<file path="src/rtl/usb_rx_bit_timing_if.sv">
// Line-side and decoded-bit signals of the USB RX bit-timing front end.
interface usb_rx_bit_timing_if;
    logic dp_raw;
    logic dm_raw;
    logic dp_sync;
    logic dm_sync;
    logic sample_en;
    logic bit_valid;
    logic bit_out;
    logic stuff_error;
    logic active;

    modport master (
        output dp_raw, dm_raw,
        input  dp_sync, dm_sync, sample_en, bit_valid, bit_out, stuff_error, active
    );

    modport slave (
        input  dp_raw, dm_raw,
        output dp_sync, dm_sync, sample_en, bit_valid, bit_out, stuff_error, active
    );
endinterface

</file>
<file path="src/rtl/usb_rx_bit_timing.sv">
// USB RX front end: pin synchronizer, edge-locked bit timing, NRZI decode and
// bit unstuffing with stuff-error detection.
module usb_rx_bit_timing #(
    parameter int CLKS_PER_BIT = 8,
    parameter int SAMPLE_POINT = 3,
    parameter int STUFF_LEN    = 6,
    parameter int TIMEOUT_BITS = 16
) (
    input  logic               clk,
    input  logic               rst,
    usb_rx_bit_timing_if.slave bus
);
    localparam int PW       = $clog2(CLKS_PER_BIT);
    localparam int OW       = $clog2(STUFF_LEN + 1);
    localparam int TO_LIMIT = TIMEOUT_BITS * CLKS_PER_BIT;
    localparam int TW       = $clog2(TO_LIMIT + 1);

    localparam logic [PW-1:0] PH_LAST   = PW'(CLKS_PER_BIT - 1);
    localparam logic [PW-1:0] PH_SAMPLE = PW'(SAMPLE_POINT);
    localparam logic [OW-1:0] ONES_MAX  = OW'(STUFF_LEN);
    localparam logic [TW-1:0] TO_LAST   = TW'(TO_LIMIT - 1);

    typedef enum logic {IDLE, RUN} state_t;

    state_t        state, state_nxt;
    logic          dp_s1, dp_s2, dm_s1, dm_s2, dp_q;
    logic [PW-1:0] phase, phase_nxt;
    logic [OW-1:0] ones, ones_nxt;
    logic [TW-1:0] to_cnt, to_nxt;
    logic          last_dp, last_dp_nxt;
    logic          prev_se0, prev_se0_nxt;
    logic          bit_valid_q, bit_valid_nxt;
    logic          bit_out_q, bit_out_nxt;
    logic          stuff_err_q, stuff_err_nxt;
    logic          edge_det, strobe, se0, nrzi, go_idle;

    // Sync flops reset to idle J so leaving reset never fakes an edge.
    always_ff @(posedge clk) begin
        if (rst) begin
            dp_s1 <= 1'b1;
            dp_s2 <= 1'b1;
            dp_q  <= 1'b1;
            dm_s1 <= 1'b0;
            dm_s2 <= 1'b0;
        end else begin
            dp_s1 <= bus.dp_raw;
            dp_s2 <= dp_s1;
            dp_q  <= dp_s2;
            dm_s1 <= bus.dm_raw;
            dm_s2 <= dm_s1;
        end
    end

    always_ff @(posedge clk) begin
        if (rst) begin
            state       <= IDLE;
            phase       <= '0;
            ones        <= '0;
            to_cnt      <= '0;
            last_dp     <= 1'b1;
            prev_se0    <= 1'b0;
            bit_valid_q <= 1'b0;
            bit_out_q   <= 1'b0;
            stuff_err_q <= 1'b0;
        end else begin
            state       <= state_nxt;
            phase       <= phase_nxt;
            ones        <= ones_nxt;
            to_cnt      <= to_nxt;
            last_dp     <= last_dp_nxt;
            prev_se0    <= prev_se0_nxt;
            bit_valid_q <= bit_valid_nxt;
            bit_out_q   <= bit_out_nxt;
            stuff_err_q <= stuff_err_nxt;
        end
    end

    assign edge_det = dp_s2 != dp_q;
    assign strobe   = (state == RUN) && (phase == PH_SAMPLE);
    assign se0      = !dp_s2 && !dm_s2;
    assign nrzi     = dp_s2 == last_dp;

    always_comb begin
        state_nxt     = state;
        phase_nxt     = phase;
        ones_nxt      = ones;
        to_nxt        = to_cnt;
        last_dp_nxt   = last_dp;
        prev_se0_nxt  = prev_se0;
        bit_valid_nxt = 1'b0;
        bit_out_nxt   = bit_out_q;
        stuff_err_nxt = 1'b0;
        go_idle       = 1'b0;
        case (state)
            IDLE: begin
                phase_nxt = '0;
                to_nxt    = '0;
                if (edge_det) begin
                    state_nxt = RUN;
                    phase_nxt = PW'(1);
                end
            end
            RUN: begin
                phase_nxt = (phase == PH_LAST) ? '0 : phase + 1'b1;
                to_nxt    = to_cnt + 1'b1;
                // A sampling edge still strobes this cycle; the resync lands next cycle.
                if (edge_det) begin
                    phase_nxt = PW'(1);
                    to_nxt    = '0;
                end else if (to_cnt == TO_LAST) begin
                    go_idle = 1'b1;
                end
                if (strobe) begin
                    if (se0) begin
                        ones_nxt     = '0;
                        prev_se0_nxt = 1'b1;
                        last_dp_nxt  = 1'b1;
                    end else begin
                        last_dp_nxt  = dp_s2;
                        prev_se0_nxt = 1'b0;
                        if (ones == ONES_MAX) begin
                            ones_nxt      = '0;
                            stuff_err_nxt = nrzi;
                        end else begin
                            bit_valid_nxt = 1'b1;
                            bit_out_nxt   = nrzi;
                            ones_nxt      = nrzi ? ones + 1'b1 : '0;
                        end
                        if (dp_s2 && !dm_s2 && prev_se0) go_idle = 1'b1;
                    end
                end
                if (go_idle) begin
                    state_nxt    = IDLE;
                    phase_nxt    = '0;
                    ones_nxt     = '0;
                    to_nxt       = '0;
                    prev_se0_nxt = 1'b0;
                    last_dp_nxt  = 1'b1;
                end
            end
            default: state_nxt = IDLE;
        endcase
    end

    assign bus.dp_sync     = dp_s2;
    assign bus.dm_sync     = dm_s2;
    assign bus.sample_en   = strobe;
    assign bus.bit_valid   = bit_valid_q;
    assign bus.bit_out     = bit_out_q;
    assign bus.stuff_error = stuff_err_q;
    assign bus.active      = (state == RUN);
endmodule

</file>
<file path="src/flat_wrapper.sv">
// flat-port wrapper written by rule: the top's interface ports become plain ports
module usb_rx_bit_timing_flat 
#(
    parameter int CLKS_PER_BIT = 8,
    parameter int SAMPLE_POINT = 3,
    parameter int STUFF_LEN    = 6,
    parameter int TIMEOUT_BITS = 16
)
  (clk, rst, bus_dp_raw, bus_dm_raw, bus_dp_sync, bus_dm_sync, bus_sample_en, bus_bit_valid, bus_bit_out, bus_stuff_error, bus_active);
  usb_rx_bit_timing_if bus_i ();
  input  logic clk;
  input  logic rst;
  input wire logic [$bits(bus_i.dp_raw)-1:0] bus_dp_raw;
  input wire logic [$bits(bus_i.dm_raw)-1:0] bus_dm_raw;
  output wire logic [$bits(bus_i.dp_sync)-1:0] bus_dp_sync;
  output wire logic [$bits(bus_i.dm_sync)-1:0] bus_dm_sync;
  output wire logic [$bits(bus_i.sample_en)-1:0] bus_sample_en;
  output wire logic [$bits(bus_i.bit_valid)-1:0] bus_bit_valid;
  output wire logic [$bits(bus_i.bit_out)-1:0] bus_bit_out;
  output wire logic [$bits(bus_i.stuff_error)-1:0] bus_stuff_error;
  output wire logic [$bits(bus_i.active)-1:0] bus_active;
  assign bus_i.dp_raw = bus_dp_raw;
  assign bus_i.dm_raw = bus_dm_raw;
  assign bus_dp_sync = bus_i.dp_sync;
  assign bus_dm_sync = bus_i.dm_sync;
  assign bus_sample_en = bus_i.sample_en;
  assign bus_bit_valid = bus_i.bit_valid;
  assign bus_bit_out = bus_i.bit_out;
  assign bus_stuff_error = bus_i.stuff_error;
  assign bus_active = bus_i.active;
  usb_rx_bit_timing #(.CLKS_PER_BIT(CLKS_PER_BIT), .SAMPLE_POINT(SAMPLE_POINT), .STUFF_LEN(STUFF_LEN), .TIMEOUT_BITS(TIMEOUT_BITS)) u_core (.clk(clk), .rst(rst), .bus(bus_i));
endmodule
</file>
<file path="config.mk">
export PLATFORM = sky130hd
export DESIGN_NAME = usb_rx_bit_timing_flat
export DESIGN_NICKNAME = d
export VERILOG_FILES = /design/src/rtl/usb_rx_bit_timing_if.sv /design/src/rtl/usb_rx_bit_timing.sv /design/src/flat_wrapper.sv
export SDC_FILE = /design/constraint.sdc
export NUM_CORES = 1
export LEC_CHECK = 0
export ABC_AREA = 1
export CAP_MARGIN = 20
export CORE_MARGIN = 1
export CORE_UTILIZATION = 39
export CTS_CLUSTER_DIAMETER = 150
export DETAILED_ROUTE_END_ITERATION = 6
export MAX_ROUTING_LAYER = met4
export PLACE_DENSITY_LB_ADDON = 0.25
export SLEW_MARGIN = 20
export SYNTH_ARGS = -nofsm -noshare
export SYNTH_HDL_FRONTEND = slang
export SYNTH_SLANG_ARGS = --single-unit
export TNS_END_PERCENT = 30
</file>
<file path="constraint.sdc">
create_clock -name clk -period 1.36 [get_ports clk]
set_input_delay 0.136 -clock clk [delete_from_list [all_inputs] [get_ports clk]]
set_output_delay 0.136 -clock clk [all_outputs]
set_load 0.03 [all_outputs]
</file>
==> results of run 1 <==
[logic make-up (layout without fill, tap and decap cells)]
family,count (synthesis),in the layout,synth area share (%)
simple gates,80,80,35.3
flops,25,25,44.6
buf+inv,22,52,7.48
compound gates,8,8,3.57
fa+ha+maj,6,6,6.70
xor+xnor,3,3,2.34
[worst reg2reg max path, stage by stage, from the launching register on]
cell	delay [ns]
dfxtp_2	0.36
ha_4	0.16
ha_4	0.16
nand2_4	0.08
clkinv_4	0.05
nand4_1	0.19
buf_4	0.16
nand4_1	0.11
a21oi_2	0.15
[stage by stage]
stage	setup TNS, ns	hold slack, ns	instance area, um^2
6_report	-1.04	0.317	1500
3_5_place_dp	-0.792	0.396	1380
5_1_grt	-2.65	0.317	1500
2_1_floorplan	-0.156	0.240	1150
3_3_place_gp	-0.117	0.392	1380
4_1_cts	-1.04	0.303	1460
[cell usage in the layout, fill, tap and decap left out, drive strengths merged]
cell           count
xor2               2
nand3b             1
inv               21
nand3             16
or2                5
clkdlybuf4s50      3
nand4              4
clkbuf             4
xnor2              1
nand2             25
nor2              24
ha                 6
o21ai              1
nor3               5
a21oi              7
clkinv             1
clkdlybuf4s15      1
dlygate4sd2        4
buf               18
dfxtp             25
[metal layers]
layer | wire length (um) | up-vias
li1 | - | 514
met1 | 1020 | 449
met2 | 1120 | 14
met3 | 78 | 4
met4 | 27 | 0
met5 | 0 | -
[how the worst min path moves through the flow]
stage,start,endpoint,depth (start not counted)
after floorplan,bus_dp_raw,u_core.dp_s1,1
after global placement,u_core.dp_s1,u_core.bus.dp_sync,1
after detailed placement,u_core.dp_s1,u_core.bus.dp_sync,1
after CTS,bus_dm_raw,u_core.dm_s1,3
after global routing,bus_dm_raw,u_core.dm_s1,3
final,bus_dm_raw,u_core.dm_s1,3
[cell type report]
class	instances	area (um^2)	area share (%)
clock buffers	3	22.5	1.51
clock inverters	1	8.76	0.586
inverters	21	83.8	5.61
multi-input cells	97	607	40.6
flip-flops and latches	25	508	34.0
well taps	31	38.8	2.59
repair buffers	27	226	15.1
[power by group through the flow]
stage	sequential (mW)	clock, mW	combinational (mW)
global route	0.762	0.396	0.0977
CTS	0.760	0.378	0.0851
floorplan	0.782	0	0.0419
global placement	0.775	0	0.0847
detailed placement	0.775	0	0.0860
finish	0.760	0.350	0.0885
[cells in the mapped netlist]
library cell,count
dfxtp_1,25
nor2_1,24
nand2_1,23
inv_1,20
nand3_1,15
a21oi_1,7
ha_1,6
or2_2,5
nor3_1,4
nand4_1,3
xor2_1,2
clkbuf_1,1
clkinv_2,1
nand2_2,1
nand2_4,1
nand3_4,1
nand3b_1,1
nand4_4,1
nor3_2,1
o21ai_0,1
xnor2_1,1
[registers in the layout, summed over array words and instances (netlist names)]
signal and count:
u_core.bus.active 1, u_core.bus.bit_out 1, u_core.bus.bit_valid 1, u_core.bus.dm_sync 1, u_core.bus.dp_sync 1, u_core.bus.stuff_error 1, u_core.dm_s1 1, u_core.dp_q 1
u_core.dp_s1 1, u_core.last_dp 1, u_core.ones 3, u_core.phase 3, u_core.prev_se0 1, u_core.to_cnt 8
[repair_timing]
item,4_1_cts,5_1_grt
hold buffers,0,0
setup buffers,4,1
pin swaps,6,8
setup endpoints to repair,23,21
gates resized for setup,15,11
==> summary.txt, run 1 <==
Setup path
  – Register-to-register path setup slack: -0.11 ns
  – Highest cell delay on the worst timing path: 0.36 ns
  – Worst reg2reg path endpoint: u_core.phase[0]
  – Number of logic stages on the critical path including buffering: 6
  – CP Buf/Inv Count: 3
  – Startpoint of the lowest-slack register-to-register path: u_core.phase[1]
  – CP cell instances: ha_4, ha_4, nand2_4, clkinv_4, buf_6, buf_6
  – Biggest fanout along the worst timing path: 2
  – Type of element capturing the critical path: output port
  – Critical path origin: u_core.phase[1]
  – R2R depth: 8
  – Data required time at the worst endpoint: 1.22 ns
  – Endpoint of the most critical setup path: bus_sample_en
  – Kind of cell adding the most delay to the critical path: flip-flops
  – Signal arrival time at the worst endpoint: 1.36 ns
  – Type of element launching the critical path: register
  – Cell with the largest stage delay on the worst path: dfxtp_2
  – Crit Path Class: register to output port

Die
  – Die outline width: roughly 56 um
  – Number of placement rows: 19
  – CORE AREA: 2730 um^2
  – Effective utilization at floorplan: around two fifths
  – Die extent in y: roughly 56 um
  – Boundary Pins: 11
  – Area of the die: 3090 um^2

Routing
  – Drt first pass iters: 6
  – Routed wire length: around 2300 um
  – Vias after detailed routing: 981
  – # DRC: 0
  – First-iteration detailed-routing DRC count: 28
  – Via-per-instance ratio: about 4.8
  – Post-route antenna net violation count: 0
  – DR WL/cell: about 11 um

Synth
  – Mean cell area of the mapped netlist: 7.79 um^2
  – Ys Warns: 0
  – Area share of the largest cell type after synthesis: between 40% and 50%
  – Distinct cell type count after synthesis: 21
  – Top cells by area, synth: dfxtp_1, nor2_1, nand2_1
  – Cell taking the most area after synthesis: dfxtp_1
  – Count of mapped cells out of synthesis: 144
  – Share of synthesized area occupied by flip-flops and latches: ~45%
  – Synthesized netlist net count: around 150
  – Synth Cell Area: about 1100 um^2
  – Flops & latches, synth: 25

Timing
  – Post-layout worst setup margin: -0.136 ns
  – Peak Freq: 668 MHz
  – Final hold violation count: 0
  – Worst Tran Pin Value: around 0.43 ns
  – Remaining max-slew budget at the tightest pin: a little under three quarters
  – Final setup violation count: 17
  – Post-layout min period: 1.50 ns
  – Ratio of final minimum period to clock period: 110%
  – Post-route clock skew: 0.00178 ns
  – Unrepaired setup endpoints after global routing: yes
  – Number of max-slew violations in the final report: 0

Global route
  – Met1 global-route usage: roughly a fifth
  – Most utilized layer in the global route result: met2
  – Global-route wire length before repair: approximately 3800 um
  – All-layer global routing usage: between 15 and 20%
  – Largest net degree at the start of global routing: 17
  – Final global-route overflow total: 0
  – GRT met2 Usage: between 20% and 30%
  – Met3 capacity usage during global routing: under 10%
  – Via count of the first global-routing pass: a little over 900
  – Antenna violations before repair: 0

CTS
  – Num CTS Buffers: 3
  – Clock tree from TritonCTS: yes
  – Sink Count: 25
  – Clock Tree Root: clkbuf_4
  – Clock buffer depth: 2
  – Clock Latency Late Sink: between 0.3 and 0.4 ns
  – Count of H-tree levels built during CTS: 1
  – Clk slew on worst S/H paths: ~0.14 ns

Pwr
  – IR drop worst, VDD: about 730 uV
  – Sequential cell fraction of total power: 63.4%
  – Total Power Consumption: around 1.2 mW
  – Leakage: about 0.67 nW
  – Fraction of power consumed by combinational cells: 7.4%
  – Proportion of power drawn by the clock network: roughly 29%
  – Internal portion of total power: around 900 uW
  – Fraction of power spent switching nets: 24.6%
  – Pwr per Cell Area: roughly 800 nW/um^2
  – Net switching power figure: between 200 and 300 uW

Cells and area
  – Fill cells: ~260
  – Nets@finish: between 150 and 200
  – Number of non-filler instances in the completed layout: 205
  – Layout cell share with drive strength beyond 1: between 20% and 30%
  – Area delta synth->final: 33.4%
  – Core utilization of the finished layout: 54.7%
  – Final antenna diode count: 0

Run status
  – Run status: complete, but fails checks
  – Violated checks: setup timing

Place
  – IO Port Bufs: 10
  – Post-detail-place hpwl: around 1700 um
  – Number of cells in the design after placement: between 150 and 200
  – Placer Congestion: 0.819
  – Dpl ws: -0.116 ns

Hold path
  – Worst hold path type: input pin to register

Run
  – Max-capacitance violation count: 0
Power figures use the tool's default switching activity.
==> run 2: changes to the inputs <==
CORE_ASPECT_RATIO = 1.5   (was unset)
SKIP_CTS_REPAIR_TIMING = 1   (was unset)
==> run 2 against run 1 <==
Against the previous run:
- sequential power hardly changed
- non-clock buffer count down 6
- sequential cell count unchanged
- the flow still finishes with violations (setup timing)
- critical path depth unchanged
==> summary.txt, run 2 (same netlist as run 1, synthesis figures left out) <==
Run status
  – Run status: complete, but fails checks
  – Violated checks: setup timing

Place
  – IO Port Bufs: 10
  – Placer Congestion: ~0.89
  – Post-detail-place hpwl: approximately 1700 um
  – Dpl ws: -0.0866 ns

Timing
  – Worst Tran Pin Value: 0.494 ns
  – Final hold violation count: 0
  – Number of max-slew violations in the final report: 0
  – Unrepaired setup endpoints after global routing: yes
  – Post-Route Hold Slack: 0.397 ns
  – Final setup violation count: 15
  – Peak Freq: slightly below 700 MHz
  – Post-layout min period: 1.46 ns
  – Post-route clock skew: 0.00354 ns
  – Ratio of final minimum period to clock period: 108%
  – Remaining max-slew budget at the tightest pin: between 60 and 70%
  – Post-layout worst setup margin: -0.104 ns

Cells and area
  – Core utilization of the finished layout: a little over half
  – Largest reg by FF count: u_core.to_cnt
  – Final antenna diode count: 0
  – Most common library cell in the layout ignoring fill and taps: nor2_1
  – Layout cell share with drive strength beyond 1: between 20% and 30%
  – Area delta synth->final: 32.4%
  – Max FFs per register: 8
  – Nets@finish: between 150 and 200
  – Largest registers in the final layout: u_core.to_cnt: 8 flops, u_core.ones: 3 flops, u_core.phase: 3 flops
  – Most used cells in the layout excluding fill and tap cells: nor2_1, nand2_1, inv_1

Setup path
  – Startpoint of the lowest-slack register-to-register path: u_core.phase[0]
  – Data required time at the worst endpoint: around 1.2 ns
  – Most frequent CP cell: ha_4
  – Worst reg2reg path endpoint: u_core.phase[1]
  – Type of element capturing the critical path: output port
  – Register-to-register path setup slack: -0.09 ns
  – Highest cell delay on the worst timing path: 0.34 ns
  – Cell with the largest stage delay on the worst path: dfxtp_2
  – R2R depth: 8
  – Biggest fanout along the worst timing path: 4
  – CP cell instances: ha_4, ha_4, nand2_4, clkinv_4, buf_4, buf_6
  – Type of element launching the critical path: register
  – Endpoint of the most critical setup path: bus_sample_en
  – Signal arrival time at the worst endpoint: around 1.3 ns
  – Crit Path Class: register to output port
  – Critical path origin: u_core.phase[0]

Routing
  – Drt first pass iters: 3
  – Vias after detailed routing: approximately 990
  – Routed wire length: roughly 2300 um
  – Via-per-instance ratio: roughly 4.8
  – Post-route antenna net violation count: 0
  – First-iteration detailed-routing DRC count: 8
  – # DRC: 0
  – DR WL/cell: between 10 and 15 um

CTS
  – Num CTS Buffers: 3
  – Sink Count: 25
  – Clk slew on worst S/H paths: roughly 0.080 ns
  – Count of H-tree levels built during CTS: 1
  – Clock Tree Root: clkbuf_8
  – Clock buffer depth: 2
  – Clock Latency Late Sink: around 0.27 ns
  – Clock tree from TritonCTS: yes

Global route
  – Largest net degree at the start of global routing: 14
  – Final global-route overflow total: 0
  – Global-route wire length before repair: between 3000 and 4000 um
  – Antenna violations before repair: 0
  – All-layer global routing usage: 17.1%
  – Via count of the first global-routing pass: 944

Die
  – Die outline width: approximately 46 um
  – Number of placement rows: 23
  – Die extent in y: between 60 and 70 um
  – Area of the die: 3100 um^2
  – Effective utilization at floorplan: 41.4%
  – Boundary Pins: 11
  – CORE AREA: roughly 2700 um^2

Run
  – Max-capacitance violation count: 0

Pwr
  – Pwr per Cell Area: 862 nW/um^2
  – IR drop worst, VDD: between 800 and 900 uV
  – Leakage: about 0.71 nW

Hold path
  – Worst hold path type: input pin to register
==> run 2: through the flow <==
stage	instances	total power, mW	area, um^2	TNS [ns]
final	206	1.28	1480	-0.677
after floorplan	144	0.824	1150	-0.156
after global routing	206	1.33	1480	-2.09
after global placement	198	0.855	1360	-0.0917
after CTS	202	1.28	1400	-1.54
after detailed placement	198	0.858	1360	-0.613
==> run 2: layer usage <==
layer / wire length (um) / track usage (%) / vias to the layer above
met1: 848 / 15.4 / 458
met4: 61 / 9.93 / 0
li1: - / - / 511
met3: 66 / 4.81 / 6
met2: 1350 / 30.7 / 13
met5: 0 / - / -
==> run 2: critical path, delay by kind of cell (launching register included) <==
| kind | cells | cell delay (ns) |
|---|---|---|
| adders and majority gates | 2 | 0.32 |
| and+or+nand+nor | 1 | 0.08 |
| buffers and inverters | 3 | 0.31 |
| DFF | 1 | 0.34 |
==> run 2: power breakdown <==
part           total [mW]  internal, mW  switching, mW  leakage (nW)
clock network       0.433         0.210          0.223        0.0228
registers           0.759         0.745         0.0139         0.205
logic              0.0863        0.0373         0.0490         0.484
==> run 2: final cells by class <==
class	instances	area, um^2
Timing Repair Buffer	21	199
Sequential cell	25	508
Tap cell	37	46.3
Multi-Input combinational cell	98	602
Inverter	21	83.8
Fill cell	276	1220
Clock buffer	4	45.0
==> run 2: worst min path at each step <==
stage | end | cells after the start | start | slack [ns]
6_report | u_core.dm_s1 | 3 | bus_dm_raw | 0.40
2_1_floorplan | u_core.dp_s1 | 1 | bus_dp_raw | 0.24
5_1_grt | u_core.dm_s1 | 3 | bus_dm_raw | 0.42
3_3_place_gp | u_core.bus.dm_sync | 2 | u_core.dm_s1 | 0.39
4_1_cts | u_core.dm_s1 | 3 | bus_dm_raw | 0.39
3_5_place_dp | u_core.bus.dp_sync | 1 | u_core.dp_s1 | 0.39
==> run 3: changes to the inputs <==
ABC_AREA = unset   (was 1)
==> run 3 against run 2 <==
Against the previous run:
- the flow still finishes with violations (setup timing)
- largest cell class unchanged
- first-iteration DRC count up 38%
- hold slack gained 0.015 ns
- register-to-register slack got worse by 0.17 ns
- critical path depth is 1 higher
- maximum frequency decreased by 10%
- global-route usage grew 0.61 points
==> summary.txt, run 3 <==
Setup path
  – Type of element capturing the critical path: output port
  – R2R depth: 6
  – CP Buf/Inv Count: 4
  – Signal arrival time at the worst endpoint: ~1.5 ns
  – Register-to-register path setup slack: -0.26 ns
  – Kind of cell adding the most delay to the critical path: buffers and inverters
  – Type of element launching the critical path: register
  – Crit Path Class: register to output port
  – Highest cell delay on the worst timing path: 0.35 ns
  – Biggest fanout along the worst timing path: 6
  – Data required time at the worst endpoint: about 1.2 ns
  – CP cell instances: ha_4, ha_4, nand2_2, buf_4, inv_1, buf_4, buf_4
  – Most frequent CP cell: buf_4
  – Cell with the largest stage delay on the worst path: dfxtp_2
  – Number of logic stages on the critical path including buffering: 7

Cells and area
  – Area of the multi-input gates: around 630 um^2
  – Most used cells in the layout excluding fill and tap cells: buf_4, dfxtp_1, nor2_1
  – Area delta synth->final: 46.5%
  – Final antenna diode count: 0
  – Layout cell share with drive strength beyond 1: 38.3%
  – Max FFs per register: 8
  – Largest reg by FF count: u_core.to_cnt
  – FF+latch area: approximately 510 um^2
  – Largest registers in the final layout: u_core.to_cnt: 8 flops, u_core.ones: 3 flops, u_core.phase: 3 flops
  – Nets@finish: around 170
  – Most common library cell in the layout ignoring fill and taps: buf_4
  – Fill cells: about 230

Global route
  – Global-route wire length before repair: 3830 um
  – Final global-route overflow total: 0
  – All-layer global routing usage: 17.7%
  – Antenna violations before repair: 0
  – Largest net degree at the start of global routing: 14
  – Via count of the first global-routing pass: ~940

Pwr
  – Pwr per Cell Area: roughly 810 nW/um^2
  – Total Power Consumption: about 1.3 mW
  – IR drop worst, VDD: 694 uV
  – Leakage: 0.700 nW

Synth
  – Synthesized netlist net count: approximately 120
  – Flops & latches, synth: 25
  – Count of mapped cells out of synthesis: approximately 110
  – Distinct cell type count after synthesis: 36
  – Area share of the largest cell type after synthesis: 45.7%
  – Top cells by area, synth: dfxtp_1, ha_1, xnor2_1
  – Asr flop ratio synth: 0%
  – Top cell types by occurrence after synthesis: dfxtp_1, nor2_1, nand2_1
  – Synth Cell Area: about 1100 um^2
  – Flip-flop cell with the highest count after synthesis: dfxtp_1
  – Share of synthesized area occupied by flip-flops and latches: 45.7%
  – Ys Warns: 0
  – Cell with the most instances after synthesis: dfxtp_1
  – Mean cell area of the mapped netlist: roughly 9.9 um^2
  – EDFF count, synth: 0
  – Cell taking the most area after synthesis: dfxtp_1

Hold path
  – Worst hold path type: input pin to register
  – Worst Hold Path Cells: 2

Timing
  – Number of max-slew violations in the final report: 0
  – Worst Tran Pin Value: about 0.38 ns
  – Post-layout worst setup margin: -0.271 ns
  – Post-Route Hold Slack: slightly above 0.4 ns
  – Post-layout min period: about 1.6 ns
  – Remaining max-slew budget at the tightest pin: between 70 and 80%
  – Ratio of final minimum period to clock period: 120%
  – Unrepaired setup endpoints after global routing: yes
  – Final hold violation count: 0
  – Post-route clock skew: 0.00203 ns
  – Final setup violation count: 17
  – Peak Freq: ~610 MHz

Run
  – Max-capacitance violation count: 0

CTS
  – Clock Latency Late Sink: approximately 0.27 ns
  – Count of H-tree levels built during CTS: 1
  – Clock Tree Root: clkbuf_8
  – Num CTS Buffers: 3
  – Clock tree from TritonCTS: yes
  – Clock buffer depth: 2
  – Clk slew on worst S/H paths: 0.08 ns
  – Sink Count: 25

Routing
  – # DRC: 0
  – First-iteration detailed-routing DRC count: 11
  – DR WL/cell: 12.1 um
  – Routed wire length: between 2000 and 2500 um
  – Vias after detailed routing: 942
  – Post-route antenna net violation count: 0
  – Via-per-instance ratio: roughly 4.9
  – Drt first pass iters: 4

Place
  – IO Port Bufs: 10
  – Placer Congestion: 0.793
  – Post-detail-place hpwl: 1760 um

Die
  – Die outline width: roughly 45 um
  – Number of placement rows: 23
  – Area of the die: 3030 um^2
  – Effective utilization at floorplan: approximately 40%
  – CORE AREA: roughly 2700 um^2
  – Boundary Pins: 11
  – Die extent in y: between 60 and 70 um

Run status
  – Run status: complete, but fails checks
  – Violated checks: setup timing
[run 3: cell families after synthesis]
logic type	Yosys count	share of synthesized area [%]
simple gates	44	23.5
flops	25	45.7
compound gates	19	12.6
xor+xnor	9	7.89
buf+inv	8	3.43
fa+ha+maj	6	6.86
[run 3: final timing paths]
check | start | end
setup / recovery | u_core.phase[0] | bus_sample_en
hold / removal | bus_dm_raw | u_core.dm_s1
setup reg to reg | u_core.phase[0] | u_core.ones[1]
hold reg to reg | u_core.dp_s1 | u_core.bus.dp_sync
[run 3: cell type report]
class                   instances  area share, %
flip-flops and latches         25           31.8
well taps                      37           2.89
repair buffers                 41           21.8
multi-input cells              79           39.5
inverters                       5           1.17
clock buffers                   4           2.81
[run 3: through the flow]
| stage | cell area, um^2 | utilization (%) | setup WS [ns] | setup TNS (ns) | instances |
|---|---|---|---|---|---|
| after floorplan | 1130 | - | -0.249 | -0.905 | 111 |
| after global placement | 1460 | 54.7 | -0.242 | -2.37 | 183 |
| after detailed placement | 1460 | 54.7 | -0.266 | -2.68 | 183 |
| after CTS | 1510 | 56.3 | -0.344 | -4.04 | 187 |
| after global routing | 1600 | 59.9 | -0.324 | -3.97 | 191 |
| final | 1600 | 59.9 | -0.271 | -2.81 | 191 |
[run 3: power by group]
part	switching (mW)	internal [mW]	total, mW
Combinational	0.0510	0.0555	0.107
Sequential	0.0121	0.744	0.756
Clock	0.230	0.210	0.440
[run 3: layer usage]
metal	track usage [%]	vias to the layer above	share of wire, %	wire length, um
li1	-	478	-	-
met1	18.1	449	41	944
met2	32.1	10	55	1280
met3	1.90	5	1.9	43
met4	9.09	0	2.2	50
met5	-	-	0	0
